==> config.mk <==
export PLATFORM = sky130hd
export DESIGN_NAME = armleocpu_divider_flat
export DESIGN_NICKNAME = d
export VERILOG_FILES = /design/src/rtl/armleocpu_divider_if.sv /design/src/rtl/armleocpu_divider.sv /design/src/flat_wrapper.sv
export SDC_FILE = /design/constraint.sdc
export NUM_CORES = 1
export LEC_CHECK = 0
export ABC_CLOCK_PERIOD_IN_PS = 2560
export CAP_MARGIN = 40
export CELL_PAD_IN_SITES_DETAIL_PLACEMENT = 1
export CELL_PAD_IN_SITES_GLOBAL_PLACEMENT = 1
export CORE_ASPECT_RATIO = 0.5
export CORE_MARGIN = 5
export CORE_UTILIZATION = 35
export CTS_CLUSTER_DIAMETER = 120
export DETAILED_ROUTE_END_ITERATION = 10
export GPL_TIMING_DRIVEN = 0
export PLACE_DENSITY = 0.75
export SETUP_SLACK_MARGIN = 0.05
export SLEW_MARGIN = 20
export SYNTH_ARGS = -nofsm -noshare
export SYNTH_HDL_FRONTEND = slang
export SYNTH_SLANG_ARGS = --single-unit
export TNS_END_PERCENT = 50
==> constraint.sdc <==
create_clock -name clk -period 2.56 [get_ports clk]
set_input_delay 0.512 -clock clk [delete_from_list [all_inputs] [get_ports clk]]
set_output_delay 0.512 -clock clk [all_outputs]
set_load 0.05 [all_outputs]
==> src/rtl/armleocpu_divider_if.sv <==
// Divider request/result bundle.
// Caller drives operands with valid; the divider returns results with ready.
interface armleocpu_divider_if;
  logic        valid;
  logic [31:0] dividend;
  logic [31:0] divisor;
  logic        ready;
  logic [31:0] quotient;
  logic [31:0] remainder;
  logic        division_by_zero;

  modport master (
    output valid, dividend, divisor,
    input  ready, quotient, remainder,
    input  division_by_zero
  );

  modport slave (
    input  valid, dividend, divisor,
    output ready, quotient, remainder,
    output division_by_zero
  );
endinterface

==> src/rtl/armleocpu_divider.sv <==
// Iterative 32/32 unsigned restoring divider, one quotient bit per cycle.
// Define ARMLEOCPU_DIVIDER_EARLY_EXIT_EN to finish dividend<divisor in one cycle.
module armleocpu_divider (
  input  logic                clk,
  input  logic                rst_n,
  armleocpu_divider_if.slave  bus
);

  typedef enum logic {IDLE, OP} state_t;

  state_t      state, state_nxt;
  logic [31:0] q_reg, q_nxt;
  logic [31:0] d_reg, d_nxt;
  logic [31:0] r_reg, r_nxt;
  logic [31:0] quo_q, quo_nxt;
  logic [31:0] rem_q, rem_nxt;
  logic [4:0]  cycle, cycle_nxt;
  logic        ready_q, ready_nxt;
  logic        dbz_q, dbz_nxt;

  logic [32:0] t;
  logic [31:0] q_step, r_step;
  logic        early;

  assign t = {r_reg, q_reg[31]} - {1'b0, d_reg};

  always_comb begin
    if (t[32]) begin
      r_step = {r_reg[30:0], q_reg[31]};
      q_step = {q_reg[30:0], 1'b0};
    end else begin
      r_step = t[31:0];
      q_step = {q_reg[30:0], 1'b1};
    end
  end

`ifdef ARMLEOCPU_DIVIDER_EARLY_EXIT_EN
  // q_reg still holds the raw dividend on the first OP edge
  assign early = (cycle == 5'd0) && (q_reg < d_reg);
`else
  assign early = 1'b0;
`endif

  always_ff @(posedge clk) begin
    if (!rst_n) begin
      state   <= IDLE;
      q_reg   <= '0;
      d_reg   <= '0;
      r_reg   <= '0;
      quo_q   <= '0;
      rem_q   <= '0;
      cycle   <= '0;
      ready_q <= 1'b0;
      dbz_q   <= 1'b0;
    end else begin
      state   <= state_nxt;
      q_reg   <= q_nxt;
      d_reg   <= d_nxt;
      r_reg   <= r_nxt;
      quo_q   <= quo_nxt;
      rem_q   <= rem_nxt;
      cycle   <= cycle_nxt;
      ready_q <= ready_nxt;
      dbz_q   <= dbz_nxt;
    end
  end

  always_comb begin
    state_nxt = state;
    q_nxt     = q_reg;
    d_nxt     = d_reg;
    r_nxt     = r_reg;
    quo_nxt   = quo_q;
    rem_nxt   = rem_q;
    cycle_nxt = cycle;
    ready_nxt = 1'b0;
    dbz_nxt   = dbz_q;
    unique case (state)
      IDLE: begin
        if (bus.valid) begin
          q_nxt     = bus.dividend;
          d_nxt     = bus.divisor;
          r_nxt     = '0;
          cycle_nxt = '0;
          dbz_nxt   = 1'b0;
          state_nxt = OP;
        end
      end
      OP: begin
        unique case (1'b1)
          (d_reg == 32'd0): begin
            quo_nxt   = 32'hFFFF_FFFF;
            rem_nxt   = q_reg;
            dbz_nxt   = 1'b1;
            ready_nxt = 1'b1;
            state_nxt = IDLE;
          end
          early: begin
            quo_nxt   = '0;
            rem_nxt   = q_reg;
            ready_nxt = 1'b1;
            state_nxt = IDLE;
          end
          default: begin
            q_nxt = q_step;
            r_nxt = r_step;
            if (cycle == 5'd31) begin
              quo_nxt   = q_step;
              rem_nxt   = r_step;
              ready_nxt = 1'b1;
              state_nxt = IDLE;
            end else begin
              cycle_nxt = cycle + 5'd1;
            end
          end
        endcase
      end
      default: state_nxt = IDLE;
    endcase
  end

  assign bus.ready            = ready_q;
  assign bus.quotient         = quo_q;
  assign bus.remainder        = rem_q;
  assign bus.division_by_zero = dbz_q;

endmodule

==> src/flat_wrapper.sv <==
// flat-port wrapper written by rule: the top's interface ports become plain ports
module armleocpu_divider_flat 
  (clk, rst_n, bus_valid, bus_dividend, bus_divisor, bus_ready, bus_quotient, bus_remainder, bus_division_by_zero);
  armleocpu_divider_if bus_i ();
  input  logic clk;
  input  logic rst_n;
  input wire logic [$bits(bus_i.valid)-1:0] bus_valid;
  input wire logic [$bits(bus_i.dividend)-1:0] bus_dividend;
  input wire logic [$bits(bus_i.divisor)-1:0] bus_divisor;
  output wire logic [$bits(bus_i.ready)-1:0] bus_ready;
  output wire logic [$bits(bus_i.quotient)-1:0] bus_quotient;
  output wire logic [$bits(bus_i.remainder)-1:0] bus_remainder;
  output wire logic [$bits(bus_i.division_by_zero)-1:0] bus_division_by_zero;
  assign bus_i.valid = bus_valid;
  assign bus_i.dividend = bus_dividend;
  assign bus_i.divisor = bus_divisor;
  assign bus_ready = bus_i.ready;
  assign bus_quotient = bus_i.quotient;
  assign bus_remainder = bus_i.remainder;
  assign bus_division_by_zero = bus_i.division_by_zero;
  armleocpu_divider u_core (.clk(clk), .rst_n(rst_n), .bus(bus_i));
endmodule
==> report_table.html, run 1 <==
<table>
<tr><th>Metric</th><th>Value</th></tr>
<tr><th colspan="2">Run status</th></tr>
<tr><td>Result of the run</td><td>finished, violations left</td></tr>
<tr><td>Violated checks</td><td>setup timing</td></tr>
<tr><th colspan="2">Clocking</th></tr>
<tr><td>Clock tree from TritonCTS</td><td>done</td></tr>
<tr><td>Number of sinks on the clock net</td><td>168</td></tr>
<tr><td>Total clock buffers created by CTS</td><td>17</td></tr>
<tr><td>Later-pin clock latency in the skew report</td><td>0.46 ns</td></tr>
<tr><td>CTS root buf</td><td>sky130_fd_sc_hd__clkbuf_16</td></tr>
<tr><td>Count of H-tree levels built during CTS</td><td>4</td></tr>
<tr><td>Maximum buffer depth of the clock tree</td><td>2</td></tr>
<tr><td>Clk slew on worst S/H paths</td><td>0.07 ns</td></tr>
<tr><th colspan="2">GRT</th></tr>
<tr><td>Initial antenna violation count</td><td>1</td></tr>
<tr><td>Overflow after GRT</td><td>0</td></tr>
<tr><td>Vias in the first global route</td><td>8964</td></tr>
<tr><td>Global-route wire length before repair</td><td>53600 um</td></tr>
<tr><td>Maximum number of pins on one net before global-route repair</td><td>17</td></tr>
<tr><td>GRT Resource Usage Total</td><td>24.7%</td></tr>
<tr><th colspan="2">Logic synthesis</th></tr>
<tr><td>Most used standard cell by instance count after synthesis</td><td>sky130_fd_sc_hd__dfxtp_1</td></tr>
<tr><td>Share of the synthesized area in the top cell type</td><td>38.3%</td></tr>
<tr><td>Synthesized flop and latch total</td><td>168</td></tr>
<tr><td>Top cells by area in the synthesized netlist</td><td>sky130_fd_sc_hd__dfxtp_1 (38%), sky130_fd_sc_hd__mux2i_1 (11%), sky130_fd_sc_hd__a21oi_1 (7.2%)</td></tr>
<tr><td>Top cell type by total area after synthesis</td><td>sky130_fd_sc_hd__dfxtp_1</td></tr>
<tr><td>Fraction of synthesis flops using an asynchronous set or reset pin</td><td>0%</td></tr>
<tr><td>Net count after synthesis</td><td>1169</td></tr>
<tr><td>Share of synthesized area occupied by flip-flops and latches</td><td>38.3%</td></tr>
<tr><td>Post-synth top cells</td><td>sky130_fd_sc_hd__dfxtp_1 (168), sky130_fd_sc_hd__nand2_1 (160), sky130_fd_sc_hd__a21oi_1 (127)</td></tr>
<tr><td>Cell area after synthesis</td><td>8780 sq um</td></tr>
<tr><td>Post-Syn Area per Cell</td><td>8.23 sq um</td></tr>
<tr><td>Count of synthesis-stage warnings from yosys</td><td>0</td></tr>
<tr><td>Number of distinct library cell variants in the gate-level netlist after synthesis</td><td>64</td></tr>
<tr><td>Count of mapped cells out of synthesis</td><td>1067</td></tr>
<tr><td>Dominant synthesized flop cell</td><td>sky130_fd_sc_hd__dfxtp_1</td></tr>
<tr><td>Post-synth EDFFs</td><td>0</td></tr>
<tr><th colspan="2">Worst setup path</th></tr>
<tr><td>Worst-path fanout max</td><td>10</td></tr>
<tr><td>Category of the worst setup path launch point</td><td>flop</td></tr>
<tr><td>Arrival time at the worst endpoint</td><td>3.49 ns</td></tr>
<tr><td>Maximum single-stage delay on the critical path</td><td>0.37 ns</td></tr>
<tr><td>Req. time, crit path</td><td>2.88 ns</td></tr>
<tr><td>Ordered list of cells on the worst path</td><td>inv_4 &gt; ha_4 &gt; inv_2 &gt; fa_2 &gt; a211oi_2 &gt; o21ai_2 &gt; o21ai_2 &gt; a21oi_4 &gt; a21o_4 &gt; xor2_4 &gt; buf_6 &gt; buf_12 &gt; mux2i_4 &gt; a211o_1 &gt; a21oi_1</td></tr>
<tr><td>Kind of end point of the critical path</td><td>flop</td></tr>
<tr><td>Cell type with the highest occurrence count on the critical path</td><td>sky130_fd_sc_hd__o21ai_2</td></tr>
<tr><td>Worst setup path class</td><td>flop to flop</td></tr>
<tr><td>Standard cell with the maximum stage delay on the critical path</td><td>sky130_fd_sc_hd__dfxtp_4</td></tr>
<tr><th colspan="2">Finish</th></tr>
<tr><td>Fraction of final layout cells sized beyond drive strength 1</td><td>18.7%</td></tr>
<tr><td>Final design utilization</td><td>50.4%</td></tr>
<tr><td>Final cell count without fillers</td><td>1627</td></tr>
<tr><td>Net count reported at finish</td><td>1371</td></tr>
<tr><td>Area Growth Syn to Fin</td><td>43.2%</td></tr>
<tr><th colspan="2">Routing</th></tr>
<tr><td>Wire per inst</td><td>22.7 um</td></tr>
<tr><td>Count of routing violations after the opening detailed-route iteration</td><td>600</td></tr>
<tr><td>Total routed wirelength</td><td>37000 um</td></tr>
<tr><td>Total via count in the routed design</td><td>8915</td></tr>
<tr><td>DRC</td><td>0</td></tr>
<tr><td>Number of iterations in the first detailed-routing pass</td><td>5</td></tr>
<tr><td>Via density per instance</td><td>5.48</td></tr>
<tr><td>ANT nets after route</td><td>0</td></tr>
<tr><th colspan="2">Min path</th></tr>
<tr><td>Class of the tightest hold or removal check</td><td>flop to flop</td></tr>
<tr><th colspan="2">Timing</th></tr>
<tr><td>Final Setup Violations</td><td>67</td></tr>
<tr><td>Max Clock Freq</td><td>315 MHz</td></tr>
<tr><td>Slew headroom</td><td>44.1%</td></tr>
<tr><td>Slew Limit Fails</td><td>0</td></tr>
<tr><td>Hold violation total from the final report</td><td>0</td></tr>
<tr><td>Final critical-path required period</td><td>3.17 ns</td></tr>
<tr><td>Transition time at the pin with the least slew margin</td><td>0.838 ns</td></tr>
<tr><td>Post-layout worst setup margin</td><td>-0.612 ns</td></tr>
<tr><td>Final hold slack</td><td>0.460 ns</td></tr>
<tr><td>Final period utilization</td><td>124%</td></tr>
<tr><td>Post-route clock skew</td><td>0.0168 ns</td></tr>
<tr><td>Setup repair after global routing missed its margin</td><td>yes</td></tr>
<tr><th colspan="2">Floorplan</th></tr>
<tr><td>Number of top-level pins</td><td>133</td></tr>
<tr><td>Height of the die</td><td>122 um</td></tr>
<tr><td>Die width</td><td>234 um</td></tr>
<tr><td>Starting utilization of the core area</td><td>35.2%</td></tr>
<tr><td>Row count</td><td>41</td></tr>
<tr><td>Area enclosed by the die boundary</td><td>28500 sq um</td></tr>
<tr><td>Core footprint</td><td>24900 sq um</td></tr>
<tr><th colspan="2">Job</th></tr>
<tr><td>Maximum capacitance violations</td><td>0</td></tr>
<tr><th colspan="2">Placement</th></tr>
<tr><td>Number of port buffers</td><td>131</td></tr>
<tr><td>Routability congestion estimate</td><td>0.895</td></tr>
<tr><td>Post-placement cell count</td><td>1542</td></tr>
<tr><td>Detailed placement HPWL</td><td>25600 um</td></tr>
<tr><th colspan="2">Power and ir drop</th></tr>
<tr><td>Peak ir drop on the vdd network</td><td>0.861 mV</td></tr>
<tr><td>Leakage</td><td>4.92 nW</td></tr>
<tr><td>Pwr dens</td><td>1630 nW/um^2</td></tr>
</table>
[through the flow]
| step | cell area, sq um | power, W | TNS [ns] | setup slack (ns) |
|---|---|---|---|---|
| floorplan | 8820 | 0.00832 | -0.404 | -0.0683 |
| global placement | 10600 | 0.0106 | -94.78 | -1.08 |
| detailed placement | 10600 | 0.0107 | -101.83 | -1.18 |
| CTS | 12000 | 0.0174 | -30.20 | -0.589 |
| global route | 12600 | 0.0212 | -40.27 | -0.725 |
| finish | 12600 | 0.0204 | -31.41 | -0.612 |
[worst max-delay path, delay by kind of cell, from the launching register on]
family / cells / cell delay (ns)
xor+xnor: 1 / 0.17
fa+ha+maj: 2 / 0.47
flops: 1 / 0.37
mux: 1 / 0.37
compound gates: 7 / 1.17
buf+inv: 4 / 0.45
[area by class of cell]
| type | instances | area [sq um] |
|---|---|---|
| diodes | 1 | 2.50 |
| repair buffers | 186 | 1880 |
| plain buffers | 73 | 390 |
| flip-flops and latches | 168 | 3380 |
| clock inverters | 12 | 115 |
| inverters | 38 | 145 |
| multi-input cells | 785 | 5770 |
| clock buffers | 20 | 447 |
| fillers | 2907 | 12400 |
| well taps | 344 | 430 |
[cell families after synthesis]
kind of cell / Yosys count / synth area share, %
and+or+nand+nor: 315 / 15.8
AOI/OAI and AO/OA: 311 / 21.5
buffers and inverters: 114 / 5.33
DFF: 168 / 38.3
xor gates and xnor gates: 28 / 3.01
muxes: 96 / 11.0
adders and majority gates: 35 / 5.07
[cells in the final DEF (no fill, tap or decap), types with 18 or more instances in the layout]
| cell | instances |
|---|---|
| sky130_fd_sc_hd__a211oi_1 | 35 |
| sky130_fd_sc_hd__ha_1 | 22 |
| sky130_fd_sc_hd__nor2_1 | 70 |
| sky130_fd_sc_hd__a21oi_1 | 114 |
| sky130_fd_sc_hd__mux2i_4 | 23 |
| sky130_fd_sc_hd__buf_4 | 36 |
| sky130_fd_sc_hd__clkbuf_16 | 18 |
| sky130_fd_sc_hd__nand2_1 | 155 |
| sky130_fd_sc_hd__inv_1 | 36 |
| sky130_fd_sc_hd__dfxtp_1 | 158 |
| sky130_fd_sc_hd__clkdlybuf4s50_1 | 131 |
| sky130_fd_sc_hd__o21ai_1 | 33 |
| sky130_fd_sc_hd__clkbuf_1 | 46 |
| sky130_fd_sc_hd__nand3_1 | 20 |
| sky130_fd_sc_hd__o21ai_0 | 25 |
| sky130_fd_sc_hd__mux2i_1 | 68 |
[routing by layer]
layer	global-route usage, %	part of all wire, %
met1	33.4	45
met2	39.8	48
met3	6.17	6.0
met4	5.94	1.4
met5	0	0
[report_power, final]
| part | switching [W] | total [W] | internal [W] |
|---|---|---|---|
| combinational | 0.00743 | 0.0146 | 0.00720 |
| clock | 0.00119 | 0.00256 | 0.00138 |
| sequential | 0.000385 | 0.00325 | 0.00286 |
| total | 0.00901 | 0.0204 | 0.0114 |
[repair_timing]
action	4_1_cts	5_1_grt
buffers inserted	29	24
resized for setup	146	100
gates cloned	2	1
endpoints found under the setup margin	134	103
pin swaps	29	34
hold buffers	0	0
[worst paths after layout]
check                           depth (start not counted)  slack, ns                     from                        to
worst min-delay path                                    2       0.46  u_core.bus.remainder[7]   u_core.bus.remainder[7]
worst max register to register                         15      -0.61         u_core.q_reg[31]  u_core.bus.remainder[10]
worst min register to register                          2       0.46  u_core.bus.remainder[7]   u_core.bus.remainder[7]
worst max-delay path                                   15      -0.61         u_core.q_reg[31]  u_core.bus.remainder[10]
No activity file was read; power rests on OpenSTA's default activity.
==> run 2, diff against run 1 <==
--- a/config.mk
+++ b/config.mk
@@ -15,7 +15,9 @@
 export CTS_CLUSTER_DIAMETER = 120
 export DETAILED_ROUTE_END_ITERATION = 10
 export GPL_TIMING_DRIVEN = 0
-export PLACE_DENSITY = 0.75
+export HOLD_SLACK_MARGIN = 0.06
+export PLACE_DENSITY = 0.77
+export RECOVER_POWER = 25
 export SETUP_SLACK_MARGIN = 0.05
 export SLEW_MARGIN = 20
 export SYNTH_ARGS = -nofsm -noshare
==> report_table.html, run 2 (synthesis results as in run 1) <==
<table>
<tr><th>Metric</th><th>Value</th></tr>
<tr><th colspan="2">Worst setup path</th></tr>
<tr><td>Arrival time at the worst endpoint</td><td>3.50 ns (about the same)</td></tr>
<tr><td>Cell type with the highest occurrence count on the critical path</td><td>sky130_fd_sc_hd__a211oi_2</td></tr>
<tr><td>Category of the worst setup path launch point</td><td>flop</td></tr>
<tr><td>Reg-to-reg setup timing slack</td><td>-0.57 ns (+0.04 ns)</td></tr>
<tr><td>Worst setup path class</td><td>flop to flop</td></tr>
<tr><td>Req. time, crit path</td><td>2.92 ns (+0.04 ns)</td></tr>
<tr><td>Ordered list of cells on the worst path</td><td>inv_4 &gt; ha_4 &gt; inv_2 &gt; fa_2 &gt; a211oi_2 &gt; o21ai_2 &gt; buf_4 &gt; o211ai_1 &gt; a211oi_2 &gt; nor3b_2 &gt; o21ai_1 &gt; xnor2_1 &gt; mux2i_2 &gt; a211oi_2</td></tr>
<tr><td>Worst-path fanout max</td><td>3 (-7)</td></tr>
<tr><td>Maximum single-stage delay on the critical path</td><td>0.36 ns (about the same)</td></tr>
<tr><td>Standard cell with the maximum stage delay on the critical path</td><td>sky130_fd_sc_hd__dfxtp_4</td></tr>
<tr><td>Kind of end point of the critical path</td><td>flop</td></tr>
<tr><th colspan="2">GRT</th></tr>
<tr><td>Overflow after GRT</td><td>0 (unchanged)</td></tr>
<tr><td>Maximum number of pins on one net before global-route repair</td><td>17 (unchanged)</td></tr>
<tr><td>Global-route wire length before repair</td><td>52600 um (-1.9%)</td></tr>
<tr><td>GRT Resource Usage Total</td><td>23.9% (-0.77 points)</td></tr>
<tr><td>Initial antenna violation count</td><td>0 (-1)</td></tr>
<tr><td>Vias in the first global route</td><td>9017 (+0.59%)</td></tr>
<tr><th colspan="2">Routing</th></tr>
<tr><td>Count of routing violations after the opening detailed-route iteration</td><td>627 (+4.5%)</td></tr>
<tr><td>Via density per instance</td><td>5.51 (+0.52%)</td></tr>
<tr><td>ANT nets after route</td><td>0 (unchanged)</td></tr>
<tr><td>Total routed wirelength</td><td>35500 um (-4.0%)</td></tr>
<tr><td>DRC</td><td>0 (unchanged)</td></tr>
<tr><td>Number of iterations in the first detailed-routing pass</td><td>5 (unchanged)</td></tr>
<tr><td>Total via count in the routed design</td><td>8780 (-1.5%)</td></tr>
<tr><td>Wire per inst</td><td>22.3 um (-2.0%)</td></tr>
<tr><th colspan="2">Floorplan</th></tr>
<tr><td>Number of top-level pins</td><td>133 (unchanged)</td></tr>
<tr><td>Row count</td><td>41 (unchanged)</td></tr>
<tr><td>Die width</td><td>234 um (unchanged)</td></tr>
<tr><td>Starting utilization of the core area</td><td>35.2% (unchanged)</td></tr>
<tr><td>Area enclosed by the die boundary</td><td>28500 sq um (unchanged)</td></tr>
<tr><td>Height of the die</td><td>122 um (unchanged)</td></tr>
<tr><td>Core footprint</td><td>24900 sq um (unchanged)</td></tr>
<tr><th colspan="2">Timing</th></tr>
<tr><td>Post-route clock skew</td><td>0.0142 ns (-0.00255 ns)</td></tr>
<tr><td>Final hold slack</td><td>0.463 ns (+0.00311 ns)</td></tr>
<tr><td>Setup repair after global routing missed its margin</td><td>yes</td></tr>
<tr><td>Slew Limit Fails</td><td>0 (unchanged)</td></tr>
<tr><td>Final period utilization</td><td>122% (-1.5 points)</td></tr>
<tr><td>Post-layout worst setup margin</td><td>-0.574 ns (+0.0374 ns)</td></tr>
<tr><td>Hold violation total from the final report</td><td>0 (unchanged)</td></tr>
<tr><td>Slew headroom</td><td>37.1% (-7.0 points)</td></tr>
<tr><td>Transition time at the pin with the least slew margin</td><td>0.944 ns (+0.105 ns)</td></tr>
<tr><td>Final critical-path required period</td><td>3.13 ns (-0.0374 ns)</td></tr>
<tr><td>Max Clock Freq</td><td>319 MHz (+1.2%)</td></tr>
<tr><td>Final Setup Violations</td><td>82 (+22%)</td></tr>
<tr><th colspan="2">Finish</th></tr>
<tr><td>Area taken by flip-flops and latches</td><td>3380 sq um (-0.18%)</td></tr>
<tr><td>Diode insertion count for antenna repair</td><td>0 (-1)</td></tr>
<tr><td>Most common cell after layout, fill and taps aside</td><td>sky130_fd_sc_hd__dfxtp_1</td></tr>
<tr><td>Commonest non-fill, non-tap cells in the layout</td><td>sky130_fd_sc_hd__dfxtp_1 (161), sky130_fd_sc_hd__nand2_1 (156), sky130_fd_sc_hd__a21oi_1 (110)</td></tr>
<tr><td>Net count reported at finish</td><td>1340 (-2.3%)</td></tr>
<tr><td>Fraction of final layout cells sized beyond drive strength 1</td><td>15.9% (-2.8 points)</td></tr>
<tr><td>Post-route cell area</td><td>12200 sq um (-2.9%)</td></tr>
<tr><td>Layout filler cell count</td><td>2915 (+0.28%)</td></tr>
<tr><td>Area Growth Syn to Fin</td><td>39.0%</td></tr>
<tr><td>Area of the multi-input gates</td><td>5700 sq um (-1.3%)</td></tr>
<tr><th colspan="2">Clocking</th></tr>
<tr><td>Later-pin clock latency in the skew report</td><td>0.45 ns (about the same)</td></tr>
<tr><td>Total clock buffers created by CTS</td><td>17 (unchanged)</td></tr>
<tr><td>Maximum buffer depth of the clock tree</td><td>2 (unchanged)</td></tr>
<tr><td>Clock tree from TritonCTS</td><td>done</td></tr>
<tr><td>Count of H-tree levels built during CTS</td><td>4 (unchanged)</td></tr>
<tr><td>Clk slew on worst S/H paths</td><td>0.07 ns (about the same)</td></tr>
<tr><td>Number of sinks on the clock net</td><td>168 (unchanged)</td></tr>
<tr><td>CTS root buf</td><td>sky130_fd_sc_hd__clkbuf_16</td></tr>
<tr><th colspan="2">Power and ir drop</th></tr>
<tr><td>Leakage</td><td>4.81 nW (-2.2%)</td></tr>
<tr><td>Cell-internal power</td><td>0.0102 W (-11%)</td></tr>
<tr><td>Share of total power consumed by net switching</td><td>44.8% (+0.71 points)</td></tr>
<tr><td>Switch Pwr</td><td>0.00827 W (-8.2%)</td></tr>
<tr><td>Clock network fraction of total power</td><td>14.2% (+1.7 points)</td></tr>
<tr><td>Share of total power in combinational logic</td><td>68.3% (-3.3 points)</td></tr>
<tr><td>Peak ir drop on the vdd network</td><td>1.02 mV (+18%)</td></tr>
<tr><td>Portion of total power attributed to sequential cells</td><td>17.5% (+1.6 points)</td></tr>
<tr><td>Pwr dens</td><td>1510 nW/um^2 (-6.9%)</td></tr>
<tr><th colspan="2">Placement</th></tr>
<tr><td>Number of port buffers</td><td>131 (unchanged)</td></tr>
<tr><td>Dpl cell area</td><td>10600 sq um (unchanged)</td></tr>
<tr><td>Detailed placement HPWL</td><td>25800 um (+0.84%)</td></tr>
<tr><td>Routability congestion estimate</td><td>0.920 (+2.8%)</td></tr>
<tr><th colspan="2">Run status</th></tr>
<tr><td>Result of the run</td><td>finished, violations left</td></tr>
<tr><td>Violated checks</td><td>setup timing</td></tr>
<tr><th colspan="2">Job</th></tr>
<tr><td>Maximum capacitance violations</td><td>0 (unchanged)</td></tr>
<tr><th colspan="2">Min path</th></tr>
<tr><td>Class of the tightest hold or removal check</td><td>flop to flop</td></tr>
</table>
-- run 2: changes by cell type in the layout (fill, tap and decap cells not counted), sizes merged --
cell | previous run | this run
inv | 42 | 41
clkinvlp | 2 | 1
bufinv | 1 | 2
clkinv | 5 | 4
clkbuf | 75 | 80
buf | 73 | 38
clkdlybuf4s50 | 131 | 108
diode | 1 | 0
dlygate4sd3 | 0 | 23
-- run 2: worst paths after layout --
check / startpoint / endpoint / cells after the start
min: u_core.bus.remainder[5] / u_core.bus.remainder[5] / 2
max reg2reg: u_core.q_reg[31] / u_core.bus.remainder[20] / 14
max: u_core.q_reg[31] / u_core.bus.remainder[20] / 14
min reg2reg: u_core.bus.remainder[5] / u_core.bus.remainder[5] / 2
-- run 2: area by class of cell --
type	count	area share, %
Multi-Input combinational cell	785	46.7
Sequential cell	168	27.7
Timing Repair Buffer	155	13.1
Clock buffer	21	3.77
Tap cell	344	3.53
Buffer	73	3.10
Inverter	38	1.19
Clock inverter	10	0.964
-- run 2: layer usage --
layer | wire [um] | GRT usage (%) | vias to the layer above | share of wire (%)
li1 | - | - | 4128 | -
met1 | 15900 | 32.9 | 4338 | 45
met2 | 16700 | 38.4 | 258 | 47
met3 | 2050 | 4.33 | 56 | 5.8
met4 | 843 | 7.15 | 0 | 2.4
met5 | 0 | 0 | - | 0
-- run 2: critical path, delay by kind of cell, from the launching register on --
kind / cells / cell delay, ns
fa+ha+maj: 2 / 0.48
compound gates: 6 / 1.21
buf+inv: 3 / 0.25
simple gates: 1 / 0.27
xor+xnor: 1 / 0.28
mux: 1 / 0.18
flops: 1 / 0.36
-- run 2: repair_timing --
item                       4_1_cts  5_1_grt
cloned                           1        3
hold endpoints to repair         0        0
gates resized for setup         91      103
hold buffers                     0        0
pin swaps                       16       31
setup endpoints to repair      133      120
buffers inserted                12        8
-- run 2: stage by stage --
step                      setup TNS, ns  cells  total power [W]  setup WS (ns)  utilization [%]
final                            -27.59   1594           0.0185         -0.574             48.9
after global routing             -42.76   1594           0.0192         -0.690             48.9
after CTS                        -29.01   1584           0.0158         -0.570             46.8
after detailed placement         -98.27   1542           0.0107          -1.11             42.4
after global placement           -90.45   1542           0.0105          -1.03             42.4
after floorplan                  -0.404   1067          0.00832        -0.0683                -
-- run 2: power groups by stage --
stage          clock network [W]  registers (W)  logic [W]
2_1_floorplan                  0        0.00311    0.00520
3_3_place_gp                   0        0.00319    0.00734
3_5_place_dp                   0        0.00320    0.00748
4_1_cts                  0.00265        0.00319     0.0100
5_1_grt                  0.00277        0.00325     0.0132
6_report                 0.00262        0.00323     0.0126
==> run 3, diff against run 2 <==
--- a/config.mk
+++ b/config.mk
@@ -14,12 +14,13 @@
 export CORE_UTILIZATION = 35
 export CTS_CLUSTER_DIAMETER = 120
 export DETAILED_ROUTE_END_ITERATION = 10
+export DONT_BUFFER_PORTS = 1
 export GPL_TIMING_DRIVEN = 0
 export HOLD_SLACK_MARGIN = 0.06
-export PLACE_DENSITY = 0.77
+export PLACE_DENSITY = 0.67
 export RECOVER_POWER = 25
 export SETUP_SLACK_MARGIN = 0.05
-export SLEW_MARGIN = 20
+export SLEW_MARGIN = 5
 export SYNTH_ARGS = -nofsm -noshare
 export SYNTH_HDL_FRONTEND = slang
 export SYNTH_SLANG_ARGS = --single-unit
==> report_table.html, run 3 (synthesis results as in run 1) <==
<table>
<tr><th>Metric</th><th>Value</th></tr>
<tr><th colspan="2">Timing</th></tr>
<tr><td>Post-layout worst setup margin</td><td>-0.641 ns (-0.0671 ns)</td></tr>
<tr><td>Final Setup Violations</td><td>95 (+16%)</td></tr>
<tr><td>Hold violation total from the final report</td><td>0 (unchanged)</td></tr>
<tr><td>Final period utilization</td><td>125% (+2.6 points)</td></tr>
<tr><td>Slew Limit Fails</td><td>0 (unchanged)</td></tr>
<tr><td>Final critical-path required period</td><td>3.20 ns (+0.0671 ns)</td></tr>
<tr><td>Transition time at the pin with the least slew margin</td><td>0.824 ns (-0.120 ns)</td></tr>
<tr><td>Final hold slack</td><td>0.187 ns (-0.276 ns)</td></tr>
<tr><td>Max Clock Freq</td><td>312 MHz (-2.1%)</td></tr>
<tr><td>Post-route clock skew</td><td>0.0132 ns (-0.000992 ns)</td></tr>
<tr><td>Slew headroom</td><td>45.1% (+8.0 points)</td></tr>
<tr><td>Setup repair after global routing missed its margin</td><td>yes</td></tr>
<tr><th colspan="2">Min path</th></tr>
<tr><td>Hold Crit Depth</td><td>2 (unchanged)</td></tr>
<tr><td>Class of the tightest hold or removal check</td><td>primary input to flop</td></tr>
<tr><td>Worst hold path startpoint</td><td>bus_divisor[19]</td></tr>
<tr><th colspan="2">Power and ir drop</th></tr>
<tr><td>Total design power</td><td>0.0189 W (+2.2%)</td></tr>
<tr><td>Peak ir drop on the vdd network</td><td>0.811 mV (-20%)</td></tr>
<tr><td>Pwr dens</td><td>1720 nW/um^2 (+13%)</td></tr>
<tr><td>Leakage</td><td>4.34 nW (-9.8%)</td></tr>
<tr><th colspan="2">Placement</th></tr>
<tr><td>Dpl cell area</td><td>9250 sq um (-12%)</td></tr>
<tr><td>Number of port buffers</td><td>0 (-100%)</td></tr>
<tr><td>Detailed placement HPWL</td><td>25200 um (-2.2%)</td></tr>
<tr><td>Post-placement cell count</td><td>1411 (-8.5%)</td></tr>
<tr><td>Routability congestion estimate</td><td>0.884 (-3.9%)</td></tr>
<tr><td>Setup slack at placement</td><td>-1.10 ns (+0.00947 ns)</td></tr>
<tr><th colspan="2">Finish</th></tr>
<tr><td>Area Growth Syn to Fin</td><td>25.2%</td></tr>
<tr><td>Net count reported at finish</td><td>1217 (-9.2%)</td></tr>
<tr><td>Layout filler cell count</td><td>2925 (+0.34%)</td></tr>
<tr><td>Commonest non-fill, non-tap cells in the layout</td><td>sky130_fd_sc_hd__nand2_1 (156), sky130_fd_sc_hd__dfxtp_1 (154), sky130_fd_sc_hd__a21oi_1 (108)</td></tr>
<tr><td>Post-route cell area</td><td>11000 sq um (-9.9%)</td></tr>
<tr><td>Most common cell after layout, fill and taps aside</td><td>sky130_fd_sc_hd__nand2_1</td></tr>
<tr><td>Fraction of final layout cells sized beyond drive strength 1</td><td>19.0% (+3.1 points)</td></tr>
<tr><td>Diode insertion count for antenna repair</td><td>0 (unchanged)</td></tr>
<tr><td>Final cell count without fillers</td><td>1472 (-7.7%)</td></tr>
<tr><th colspan="2">Clocking</th></tr>
<tr><td>Later-pin clock latency in the skew report</td><td>0.45 ns (about the same)</td></tr>
<tr><td>Clk slew on worst S/H paths</td><td>0.08 ns (about the same)</td></tr>
<tr><td>Count of H-tree levels built during CTS</td><td>4 (unchanged)</td></tr>
<tr><td>CTS root buf</td><td>sky130_fd_sc_hd__clkbuf_16</td></tr>
<tr><td>Maximum buffer depth of the clock tree</td><td>2 (unchanged)</td></tr>
<tr><td>Clock tree from TritonCTS</td><td>done</td></tr>
<tr><td>Number of sinks on the clock net</td><td>168 (unchanged)</td></tr>
<tr><td>Total clock buffers created by CTS</td><td>17 (unchanged)</td></tr>
<tr><td>Number of buffers inserted by hold repair at cts</td><td>0 (unchanged)</td></tr>
<tr><th colspan="2">Routing</th></tr>
<tr><td>ANT nets after route</td><td>0 (unchanged)</td></tr>
<tr><td>Count of routing violations after the opening detailed-route iteration</td><td>510 (-19%)</td></tr>
<tr><td>Number of iterations in the first detailed-routing pass</td><td>5 (unchanged)</td></tr>
<tr><td>Wire per inst</td><td>23.1 um (+3.8%)</td></tr>
<tr><td>Total routed wirelength</td><td>34000 um (-4.2%)</td></tr>
<tr><td>Via density per instance</td><td>5.62 (+2.0%)</td></tr>
<tr><td>Total via count in the routed design</td><td>8269 (-5.8%)</td></tr>
<tr><td>DRC</td><td>0 (unchanged)</td></tr>
<tr><th colspan="2">Worst setup path</th></tr>
<tr><td>Category of the worst setup path launch point</td><td>flop</td></tr>
<tr><td>Arrival time at the worst endpoint</td><td>3.56 ns (+0.06 ns)</td></tr>
<tr><td>Cell type with the highest occurrence count on the critical path</td><td>sky130_fd_sc_hd__buf_12</td></tr>
<tr><td>Launching point of the worst reg2reg path</td><td>u_core.d_reg[16]</td></tr>
<tr><td>Maximum single-stage delay on the critical path</td><td>0.41 ns (+0.05 ns)</td></tr>
<tr><td>Worst setup path class</td><td>flop to flop</td></tr>
<tr><td>Startpoint of the worst setup timing path</td><td>u_core.d_reg[16]</td></tr>
<tr><td>Standard cell with the maximum stage delay on the critical path</td><td>sky130_fd_sc_hd__or3_1</td></tr>
<tr><td>Ordered list of cells on the worst path</td><td>inv_1 &gt; ha_1 &gt; nand2_1 &gt; or3_1 &gt; nor4_2 &gt; a21o_4 &gt; xor2_4 &gt; buf_12 &gt; buf_12 &gt; mux2i_4 &gt; o211ai_1 &gt; o211a_1</td></tr>
<tr><td>Kind of end point of the critical path</td><td>flop</td></tr>
<tr><td>Worst-path fanout max</td><td>6 (+3)</td></tr>
<tr><td>Req. time, crit path</td><td>2.92 ns (about the same)</td></tr>
<tr><td>Worst reg-to-reg path cell count</td><td>12 (-2)</td></tr>
<tr><th colspan="2">Job</th></tr>
<tr><td>Maximum capacitance violations</td><td>0 (unchanged)</td></tr>
<tr><th colspan="2">Run status</th></tr>
<tr><td>Violated checks</td><td>setup timing</td></tr>
<tr><td>Result of the run</td><td>finished, violations left</td></tr>
<tr><th colspan="2">Floorplan</th></tr>
<tr><td>Height of the die</td><td>122 um (unchanged)</td></tr>
<tr><td>Row count</td><td>41 (unchanged)</td></tr>
<tr><td>Starting utilization of the core area</td><td>35.2% (unchanged)</td></tr>
<tr><td>Number of top-level pins</td><td>133 (unchanged)</td></tr>
<tr><td>Core footprint</td><td>24900 sq um (unchanged)</td></tr>
<tr><td>Die width</td><td>234 um (unchanged)</td></tr>
<tr><td>Area enclosed by the die boundary</td><td>28500 sq um (unchanged)</td></tr>
<tr><th colspan="2">GRT</th></tr>
<tr><td>Vias in the first global route</td><td>8314 (-7.8%)</td></tr>
<tr><td>Overflow after GRT</td><td>0 (unchanged)</td></tr>
<tr><td>GRT Resource Usage Total</td><td>23.1% (-0.74 points)</td></tr>
<tr><td>Global-route wire length before repair</td><td>50300 um (-4.4%)</td></tr>
<tr><td>Maximum number of pins on one net before global-route repair</td><td>17 (unchanged)</td></tr>
<tr><td>Initial antenna violation count</td><td>0 (unchanged)</td></tr>
</table>
==> run 3: power by group <==
part	total [W]	internal, W	switching, W
clock network	0.00274	0.00152	0.00122
logic	0.0129	0.00611	0.00674
registers	0.00328	0.00287	0.000413
total	0.0189	0.0105	0.00837
==> run 3: final timing paths <==
check	end	slack, ns
max reg2reg	u_core.bus.remainder[16]	-0.64
max	u_core.bus.remainder[16]	-0.64
min	u_core.d_reg[19]	0.19
min reg2reg	u_core.d_reg[20]	0.48
==> run 3: timing repair <==
action | CTS | global route
pin swaps | 23 | 42
resized for setup | 144 | 95
endpoints found under the hold margin | 0 | 0
setup buffers | 19 | 13
endpoints found under the setup margin | 132 | 130
cloned | 2 | 2
==> run 3: final cells by class <==
cell class	count	area (sq um)	share of cell area (%)
Timing Repair Buffer	34	409	3.72
Sequential cell	168	3390	30.9
Tap cell	344	430	3.92
Inverter	38	145	1.32
Buffer	71	339	3.09
Multi-Input combinational cell	785	5660	51.5
Clock inverter	13	156	1.42
Clock buffer	19	453	4.12
==> run 3: per-layer routing <==
metal / up-vias / part of all wire, % / GRT usage, % / routed length (um)
li1: 3890 / - / - / -
met1: 4114 / 47 / 31.5 / 15900
met2: 213 / 45 / 36.7 / 15400
met3: 52 / 5.8 / 5.12 / 1960
met4: 0 / 2.4 / 7.44 / 833
met5: - / 0 / 0 / 0
==> run 3: metrics by stage <==
stage	TNS (ns)	utilization, %
2_1_floorplan	-0.404	-
3_3_place_gp	-93.02	37.1
3_5_place_dp	-94.69	37.1
4_1_cts	-26.74	42.5
5_1_grt	-38.86	44.1
6_report	-30.36	44.1
==> run 3: critical path: cells and delay by family, from the launching register on <==
family | cells | cell delay, ns
AO/OA/AOI/OAI | 3 | 0.55
XOR/XNOR | 1 | 0.19
adder cells (fa/ha/maj) | 1 | 0.40
buffers and inverters | 3 | 0.39
flip-flops | 1 | 0.37
multiplexers | 1 | 0.34
AND/OR/NAND/NOR | 3 | 0.86
==> RTL edit, RTL diff (settings of run 1) <==
Make the reset (`rst_n`) asynchronous in one clocked block.
--- a/src/rtl/armleocpu_divider.sv
+++ b/src/rtl/armleocpu_divider.sv
@@ -41,7 +41,7 @@
   assign early = 1'b0;
 `endif
 
-  always_ff @(posedge clk) begin
+  always_ff @(posedge clk or negedge rst_n) begin
     if (!rst_n) begin
       state   <= IDLE;
       q_reg   <= '0;
Check against the original RTL: differs if rst_n is asserted again (counterexample within 4 cycles, from zero or initial values and one cycle with rst_n low); with rst_n held inactive, the same outputs for 4 cycles.
==> RTL edit against run 1 <==
The run still ends with setup timing left. Core utilization is 2.6 points lower. Sequential cell count stayed put. Critical path type unchanged. Final area is 3.9% lower. Wire length is 13% lower. Clock skew is 0.0063 ns lower. Sequential share of layout area is 7.9 points higher. Highest routed layer unchanged. Largest cell class unchanged. Worst setup slack worse by 0.21 ns. Final cell count is 7.5% lower. Synthesized area is 2.5% higher. Via count is 9.1% lower.
Power is not shown: default switching activity piles up to over one toggle a cycle in this logic, so the estimate is an artifact.
==> RTL edit: results (changes against run 1) <==
| Metric | Value |
|---|---|
| Vias in the first global route | `8680 (-3.2%)` |
| PnR worst setup slack | `-0.825 ns (-0.214 ns)` |
| Clock Tree Buf Depth | `2 (unchanged)` |
| Yosys warns | `0 (unchanged)` |
| Slew HR | `48.2% (+4.1 points)` |
| Worst-path fanout max | `8 (-2)` |
| Initial antenna violation count | `0 (-1)` |
| Dpl cells | `1461 (-5.3%)` |
| DP Area | `0.0108 mm2 (+2.1%)` |
| Total Routing Usage GR | `21.9% (-2.8 points)` |
| Crit path DAT | `3.70 ns (+0.21 ns)` |
| Post-DP HPWL | `23200 um (-9.3%)` |
| Inserted Diodes | `0 (-1)` |
| GPL Wtd Cong | `0.887 (-0.91%)` |
| Sequential cell area fraction in the yosys report | `46.7% (+8.4 points)` |
| Synth Area per Inst | `9.14 um2 (+11%)` |
| Setup_tns | `-56.85 ns (-25.43 ns)` |
| TritonRoute pass-1 iters | `7 (+2)` |
| Inserted Clock Buffers | `17 (unchanged)` |
| Distinct cells, synth | `67 (+4.7%)` |
| Slowest CP cell | `dfrtp_2` |
| Worst Hold Class | `in -> async` |
| Async SR Flop Fraction | `100% (+100 points)` |
| Share of cells above drive strength 1 | `12.6% (-6.1 points)` |
| Dpl ws | `-1.13 ns (+0.0523 ns)` |
| Slew Limit Fails | `0 (unchanged)` |
| H-tree depth | `4 (unchanged)` |
| Cell family with most CP delay | `compound AO/OA/AOI/OAI gates` |
| Most instantiated cells after synthesis | `187 x nand2_1, 168 x dfrtp_1, 106 x o21ai_0, 60 x a21oi_1, 57 x mux2i_1` |
| WL per Instance | `21.5 um (-5.6%)` |
| Root Buffer | `clkbuf_16` |
| # port buffers | `132 (+0.76%)` |
| Failing checks | `setup timing` |
| Worst path max stage delay | `0.43 ns (+0.06 ns)` |
| Vias | `8108 (-9.1%)` |
| Area contributors post-synth | `dfrtp_1 47%, nand2_1 7.8%, mux2i_1 6.3%` |
| Clock slew at reported path FFs | `0.07 ns (about the same)` |
| Top FF cell, synth | `dfrtp_1` |
| Syn Nets | `1086 (-7.1%)` |
| Largest net degree at the start of global routing | `100 (+83)` |
| Clk_lat worst skew | `0.45 ns` |
| Max Clock Skew | `0.0105 ns (-0.00628 ns)` |
| Nets@finish | `1251 (-8.8%)` |
| Status | `finished, violations left` |
| First-pass GRT wire length | `50200 um (-6.3%)` |
| Final setup viols | `102 (+52%)` |
| DRT iter0 DRCs | `614 (+2.3%)` |
| Avg Vias per Cell | `5.39 (-1.7%)` |
RTL edit: cell count changes after synthesis, sizes merged, moves of 50 or more:
cell   before  now
dfrtp       0  168
dfxtp     168    0
o21ai      69  141
a21oi     128   62
nor2       74   24
RTL edit: cells by family (layout without fill, tap and decap cells):
group,after synthesis,in the layout,synth area share (%)
AOI/OAI and AO/OA,276,276,18.3
xor gates and xnor gates,28,28,2.73
adders and majority gates,35,35,4.95
buffers and inverters,97,274,4.60
DFF,168,168,46.7
muxes,60,60,6.72
and+or+nand+nor,320,320,16.0
RTL edit: metal layers:
metal	global-route usage, %	wire [um]	part of all wire (%)	vias to the layer above
li1	-	-	-	3789
met4	5.04	501	1.6	0
met2	36.8	15600	48	166
met3	3.63	1250	3.9	30
met5	0	0	0	-
met1	30.1	14900	46	4123
RTL edit: area by class of cell:
cell class | count | area, um2
flip-flops and latches | 168 | 4210
multi-input cells | 719 | 4880
well taps | 344 | 430
fillers | 2861 | 13200
inverters | 41 | 154
plain buffers | 56 | 303
clock buffers | 17 | 425
repair buffers | 146 | 1490
clock inverters | 14 | 185
RTL edit: worst paths after layout:
kind / slack (ns) / startpoint / endpoint / cells past startpoint
setup / recovery: -0.83 / u_core.q_reg[31] / u_core.r_reg[23] / 14
hold / removal: 0.03 / rst_n / u_core.d_reg[11] / 1
setup reg to reg: -0.83 / u_core.q_reg[31] / u_core.r_reg[23] / 14
hold reg to reg: 0.49 / u_core.bus.quotient[5] / u_core.bus.quotient[5] / 2
max in group asynchronous: 1.60 / rst_n / u_core.q_reg[31] / 2
min in group clk: 0.49 / u_core.bus.quotient[5] / u_core.bus.quotient[5] / 2
RTL edit: timing repair:
action	4_1_cts	5_1_grt
hold buffers	0	0
gates cloned	1	1
pin swaps	11	10
endpoints found under the setup margin	104	104
resized for setup	86	27
buffers inserted	6	4
